File: src/rtl/float_multiply_iter.sv
// Multi-cycle IEEE-754 single-precision multiplier: one 48-bit adder iterated
// 24 times (shift-and-add), truncating result, start/done handshake.
module float_multiply_iter (
   input  logic        clk,
   input  logic        rst,
   input  logic        start,
   input  logic [31:0] A,
   input  logic [31:0] B,
   output logic        busy,
   output logic        done,
   output logic [31:0] product,
   output logic        zero,
   output logic        overflow,
   output logic        underflow,
   output logic        exception
);

   typedef enum logic [1:0] {IDLE, MULT, NORM, DONE} state_t;

   state_t             r_state;
   state_t             w_next;
   logic [47:0]        r_acc;
   logic [23:0]        r_ma;
   logic [23:0]        r_mb;
   logic [4:0]         r_cnt;
   logic signed [9:0]  r_exp;
   logic               r_sign;
   logic               r_exc;
   logic               r_nan;
   logic               r_zin;

   logic signed [9:0]  w_exp_n;
   logic [22:0]        w_mant;
   logic [31:0]        w_prod;
   logic [3:0]         w_flags;

   // State register
   always_ff @(posedge clk or posedge rst) begin
      if (rst) begin
         r_state <= IDLE;
      end else begin
         r_state <= w_next;
      end
   end

   // Next-state logic
   always_comb begin
      w_next = r_state;
      case (r_state)
         IDLE:    w_next = start ? MULT : IDLE;
         MULT:    w_next = (r_cnt == 5'd23) ? NORM : MULT;
         NORM:    w_next = DONE;
         DONE:    w_next = IDLE;
         default: w_next = IDLE;
      endcase
   end

   // Normalise, truncate and classify; special classes were latched at accept
   always_comb begin
      w_exp_n = r_exp;
      w_mant  = r_acc[45:23];
      w_prod  = 32'h0000_0000;
      w_flags = 4'b0000;
      if (r_acc[47]) begin
         w_exp_n = r_exp + 10'sd1;
         w_mant  = r_acc[46:24];
      end else begin
         w_exp_n = r_exp;
         w_mant  = r_acc[45:23];
      end
      if (r_exc) begin
         w_prod  = r_nan ? 32'h7FC0_0000 : {r_sign, 8'hFF, 23'd0};
         w_flags = 4'b1000;
      end else if (r_zin) begin
         w_prod  = 32'h0000_0000;
         w_flags = 4'b0100;
      end else if (w_exp_n >= 10'sd255) begin
         w_prod  = {r_sign, 8'hFF, 23'd0};
         w_flags = 4'b0010;
      end else if (w_exp_n <= 10'sd0) begin
         w_prod  = 32'h0000_0000;
         w_flags = 4'b0001;
      end else begin
         w_prod  = {r_sign, w_exp_n[7:0], w_mant};
         w_flags = 4'b0000;
      end
   end

   // Datapath and registered outputs
   always_ff @(posedge clk or posedge rst) begin
      if (rst) begin
         r_acc     <= 48'd0;
         r_ma      <= 24'd0;
         r_mb      <= 24'd0;
         r_cnt     <= 5'd0;
         r_exp     <= 10'sd0;
         r_sign    <= 1'b0;
         r_exc     <= 1'b0;
         r_nan     <= 1'b0;
         r_zin     <= 1'b0;
         busy      <= 1'b0;
         done      <= 1'b0;
         product   <= 32'h0000_0000;
         zero      <= 1'b0;
         overflow  <= 1'b0;
         underflow <= 1'b0;
         exception <= 1'b0;
      end else begin
         case (r_state)
            IDLE: begin
               if (start) begin
                  r_sign <= A[31] ^ B[31];
                  r_exp  <= $signed({2'b00, A[30:23]} + {2'b00, B[30:23]} - 10'd127);
                  r_ma   <= {1'b1, A[22:0]};
                  r_mb   <= {1'b1, B[22:0]};
                  r_acc  <= 48'd0;
                  r_cnt  <= 5'd0;
                  r_exc  <= (A[30:23] == 8'hFF) || (B[30:23] == 8'hFF);
                  r_nan  <= (A[30:23] == 8'h00) || (B[30:23] == 8'h00);
                  r_zin  <= (A[30:23] == 8'h00) || (B[30:23] == 8'h00);
                  busy   <= 1'b1;
               end
            end
            MULT: begin
               if (r_mb[0]) begin
                  r_acc <= r_acc + ({24'd0, r_ma} << r_cnt);
               end
               r_mb  <= r_mb >> 1;
               r_cnt <= (r_cnt == 5'd23) ? 5'd0 : r_cnt + 5'd1;
            end
            NORM: begin
               product   <= w_prod;
               exception <= w_flags[3];
               zero      <= w_flags[2];
               overflow  <= w_flags[1];
               underflow <= w_flags[0];
               done      <= 1'b1;
            end
            DONE: begin
               done <= 1'b0;
               busy <= 1'b0;
            end
            default: begin
               done <= 1'b0;
               busy <= 1'b0;
            end
         endcase
      end
   end

endmodule

File: config.mk
export PLATFORM = sky130hd
export DESIGN_NAME = float_multiply_iter
export DESIGN_NICKNAME = d
export VERILOG_FILES = /design/src/rtl/float_multiply_iter.sv
export SDC_FILE = /design/constraint.sdc
export NUM_CORES = 1
export LEC_CHECK = 0
export CAP_MARGIN = 15
export CORE_UTILIZATION = 50
export CTS_CLUSTER_SIZE = 40
export DETAILED_ROUTE_END_ITERATION = 7
export PLACE_DENSITY = 0.71
export SYNTH_ARGS = -nofsm -noshare
export SYNTH_HDL_FRONTEND = slang
export SYNTH_SLANG_ARGS = --single-unit
File: constraint.sdc
create_clock -name clk -period 12.65 [get_ports clk]
set_input_delay 1.8975 -clock clk [delete_from_list [all_inputs] [get_ports clk]]
set_output_delay 1.8975 -clock clk [all_outputs]
set_load 0.1 [all_outputs]
; Word-level counts from Yosys, hierarchy flattened
; Cells that the tools add are included.
[word_totals]
reg_bits = 154
latchBits = 0
mem_bits_rw = 0
romBits = 0
inputBits = 67
output_inout_bits = 38
mem_count = 0
[op_classes]
addsub = 5
multipliers = 0
div_mod_pow = 0
n_lt_le_gt_ge = 2
n_eq_ne = 8
n_shift = 1
mux = 25
bitwise = 1
n_reduce_logical = 12
[ops]
columns = operator, n
row1 = 32-bit 2-to-1 mux, 5
row2 = 48-bit 2-to-1 mux, 2
row3 = 48-bit case mux with 2 select lines, 1
row4 = 48-bit adder, 1
row5 = 24-bit case mux with 2 select lines, 1
row6 = 24-bit by 5-bit left shift with 48-bit output, 1
row7 = 24-bit 2-to-1 mux, 1
row8 = 23-bit 2-to-1 mux, 1
row9 = "8-bit equality test, second input constant", 2
row10 = 8-bit logical NOT, 2
row11 = "10-bit by 2-bit adder with 10-bit output, second input constant", 1
row12 = "10-bit by 9-bit greater-or-equal comparator with 1-bit output, second input constant", 1
row13 = "10-bit by 1-bit <= comparator with 1-bit output, second input constant", 1
row14 = 10-bit 2-to-1 mux, 1
row15 = 5-bit 2-to-1 mux, 2
row16 = 5-bit case mux with 2 select lines, 1
row17 = "9-bit by 7-bit subtractor with 10-bit output, second input constant", 1
row18 = 8-bit by 8-bit adder with 9-bit output, 1
row19 = 2-bit case mux with 4 select lines, 1
row20 = 2-bit AND reduction, 3
row21 = 2-bit nonzero test, 3
row22 = "5-bit by 1-bit adder with 5-bit output, second input constant", 1
row23 = "5-bit equality test, second input constant", 1
row24 = "2-bit equality test, second input constant", 2
row25 = other kinds (11), 17

; Logic depth before layout (Yosys ltp)
[logic_depth]
word_depth = 7
depth_mapped = 21

; Least setup slack after synthesis
; OpenSTA, ideal clock, no wires.
[synth_path]
kind = register -> register
startpoint = reg r_cnt[0]
endpoint = reg r_acc[39]
setup_ps = 130
arrival_ps = 3855
required_ps = 12520
slack_ps = 8665
stages_incl_launch_ff = 19
path_buffers = 4
synth_period_minus_slack_ps = 3985
cell_sequence = dfrtp_1 -> buf_2 -> buf_2 -> buf_1 -> mux2i_1 -> mux2i_1 -> mux2_2 -> mux2i_1 -> ha_1 -> clkbuf_1 -> a21oi_1 -> o21ai_1 -> a311oi_1 -> o21ba_2 -> nor2_1 -> or3_1 -> a31oi_1 -> xor2_1 -> o21ai_1
[synth_via]
elab_chain_cells = 4
[synth_rtl]
columns = item, line
row1 = from (decl), 25  ; logic [4:0] r_cnt;
row2 = from (signal assigned), 129  ; r_cnt <= (r_cnt == 5'd23) ? 5'd0 : r_cnt + 5'd1;
row3 = 24-bit by 5-bit left shift with 48-bit output, 126  ; r_acc <= r_acc + ({24'd0, r_ma} << r_cnt);
row4 = 48-bit adder, 126
row5 = 48-bit 2-to-1 mux, 125  ; if (r_mb[0]) begin
row6 = 48-bit case mux with 2 select lines, 109  ; case (r_state)
row7 = to (signal assigned), 126
row8 = to (decl), 22  ; logic [47:0] r_acc;
; No other way between the ends. The select of a mux whose other input is x is not followed.
; A chain may end at the register's enable or synchronous reset.

; Final worst setup path
[layout_path]
startpoint = reg r_cnt[2]
endpoint = reg r_acc[41]
; Same word-level chain as after synthesis.

==> results.tsv <==
stage	metric	value	unit
status	status	finished, final reports clean	
routing	wire_per_inst	16.8	um
run	cap_viol_max_count	0	
timing	worst_pin_slew	1.03	ns
synthesis	synth_ff_type	dfrtp_1	
setup_path	crit_path_max_incr_delay	1.02	ns
floorplan	start_util	0.515	
setup_path	r2r_start	r_cnt[2]	
synthesis	synth_warnings	0	
synthesis	synth_common_cells	nand2_1 (286), dfrtp_1 (154), o21ai_0 (107)	
synthesis	syn_area_per_cell	8.58	um^2
setup_path	reg2reg_depth	15	
routing	drtIter0Drc	633	
final_layout	final_util	0.598	
final_layout	final_area	12700	um^2
setup_path	path_max_fanout	32	
timing	slew_viol_final	0	
synthesis	synthArstFlopShare	1.00	
final_layout	nets	1475	
worst_hold_path	hp-class	reg -> reg	
global_routing	grt_max_degree	81	
timing	min_period_over_period	0.385	
global_routing	gr-total-overflow	0	
worst_hold_path	whs_endpoint	product[12]	
synthesis	syn_nets	1410	
worst_hold_path	min_from	product[12]	
timing	post-route-min-period	4.87	ns
setup_path	startpoint_type	flop	
routing	vias	9463	
synthesis	yosys.area.top_type	dfrtp_1	
floorplan	die_h	150	um
setup_path	arrival	5.16	ns
clock_tree	h-tree-depth	4	
synthesis	synth_area_leaders	dfrtp_1 (35%), nand2_1 (9.8%), ha_1 (7.3%)	
timing	rsz0062_at_grt	no	
routing	via_per_inst	5.81	
timing	fin_tns_setup	0	ns
final_layout	synthToLayoutAreaGrowth	16.1	%
routing	ant_nets	0	
clock_tree	tritoncts	built	
clock_tree	cts_hold_buf	0	
setup_path	end_kind	flop	
final_layout	drive_gt1_frac	0.0856	
setup_path	critical_path_class	reg -> reg	
synthesis	synth_edf_count	0	
global_routing	gr-usage-all-layers	0.257	
floorplan	die_x	150	um
timing	skew	0.0118	ns
clock_tree	numCtsBuffers	17	
global_routing	antenna_found_initial	0	
clock_tree	ctsResizeCount	0	
setup_path	crit_chain	inv_1, nor4b_1, a21oi_1, mux2_2, nor2_1, ha_1, a21oi_1, o21ai_0, or3_1, o2111ai_1, nand3_1, a211oi_1, a21bo_2, xor2_1, o21ai_1	
synthesis	syn_inst	1277	
clock_tree	cts_setup_buffers	0	
setup_path	required	12.94	ns
place	gp_congestion	0.962	
power	powerDensity	283	nW/um^2
timing	hold_slack	0.476	ns
setup_path	critPathSlowestCell	dfrtp_1	
floorplan	num_rows	53	
timing	setup_violations	0	
floorplan	die_area	22500	um^2
final_layout	antennaDiodeCount	0	
setup_path	reg2reg_to	r_acc[41]	
clock_tree	cts_root_buf	clkbuf_16	
clock_tree	clk_pin_slew	0.07	ns
worst_hold_path	whs_path_depth	2	
global_routing	grt_pass1_vias	8947	
floorplan	ios	105	
setup_path	crit_top_cell	a21oi_1	
place	dp_hpwl	20.2	mm
clock_tree	clock_latency	0.43	ns
synthesis	ys_types	78	
global_routing	grt_pass1_wl	45.9	mm
timing	maxSlewHeadroom	0.310	
floorplan	core_area	21300	um^2
timing	fmax	0.205	GHz
timing	hold_viol_final	0	
synthesis	yosys_register_bits	154	
place	port-buffer-count	104	
power	ir_drop	0.000128	V
synthesis	synth_top_area_frac	0.352	
synthesis	synth-seq-area-share	0.352	
clock_tree	cts_sinks	154	
routing	wl	27.5	mm
clock_tree	clk_path_buf_depth	2	
setup_path	regToRegSetupSlack	7.78	ns
routing	first_pass_iters	5	
power	p_leak	5.66	nW
routing	drc	0	
synthesis	yosysMostFrequentCell	nand2_1	
setup_path	worstSetupStartpoint	r_cnt[2]	
place	dpl_cell_area	12100	um^2
synthesis	synthesis.area	11000	um^2
==> final cells by class <==
class	count	area, um^2
well taps	275	344
repair buffers	117	1140
fillers	1907	8560
flip-flops and latches	154	3850
clock buffers	17	425
clock inverters	15	174
inverters	28	110
multi-input cells	1024	6680
==> worst max-delay path by stage <==
stage                            to  slack [ns]  cells past startpoint
after floorplan           async pin        6.60                      1
after global placement    r_acc[39]        7.93                     14
after detailed placement  r_acc[41]        7.84                     15
after CTS                 r_acc[41]        7.84                     13
after global routing      r_acc[46]        7.42                     15
final                     r_acc[41]        7.78                     15
==> where the power goes <==
group	leakage (nW)	internal, mW	switching [mW]
Sequential	1.94	0.663	0.164
Clock	0.296	0.283	0.242
Combinational	3.42	0.878	1.38
Total	5.66	1.82	1.78
==> state kept, by name, summed over array words and instances, names as in the netlist, 5 cells and up, named ones only <==
signal,flops
product,32
r_acc,48
r_cnt,5
r_exp,10
r_ma,24
r_mb,24
==> cells by family after synthesis <==
family | after synthesis | synth area share
and+or+nand+nor | 462 | 0.188
AOI/OAI and AO/OA | 357 | 0.212
DFF | 154 | 0.352
buffers and inverters | 99 | 0.0394
muxes | 83 | 0.0868
adders and majority gates | 66 | 0.0767
xor gates and xnor gates | 56 | 0.0447
==> critical path, delay by kind of cell (launching register included) <==
family                     cells  cell delay (ns)
DFF                            1             1.02
muxes                          1             0.34
and+or+nand+nor                4             1.11
xor gates and xnor gates       1             0.14
adders and majority gates      1             0.29
AOI/OAI and AO/OA              7             1.36
buffers and inverters          1             0.47
==> layer usage <==
layer  global-route usage  part of all wire  vias up
li1                     -                 -     4698
met1                0.358              0.48     4449
met2                0.411              0.46      268
met3               0.0345             0.045       48
met4               0.0798             0.020        0
met5                    0                 0        -
==> cells in the final DEF (no fill, tap or decap), drive strengths merged, types with 4 or more instances in the layout <==
master	count
nand2	286
a32o	9
a211oi	7
mux4	8
a31oi	9
o21bai	13
o21ai	138
nand3	23
clkbuf	17
o211ai	10
nor2b	7
nand3b	5
nand2b	13
xor2	23
a21oi	74
ha	64
a22o	4
mux2	16
a22oi	24
and2	10
nor3	7
nand4	15
dfrtp	154
clkdlybuf4s50	104
nor2	59
buf	13
or3	5
mux2i	59
inv	36
nor4	7
and3	11
o22ai	18
clkinv	6
a21o	19
xnor2	33
o21a	4
==> through the flow <==
step / cells / setup slack, ns / total power, mW
floorplan: 1277 / 6.60 / 2.53
global placement: 1598 / 7.93 / 3.03
detailed placement: 1598 / 7.84 / 3.05
CTS: 1630 / 7.84 / 3.59
global route: 1630 / 7.42 / 3.91
finish: 1630 / 7.78 / 3.61
Note: power is estimated with default switching activity, not from simulation.
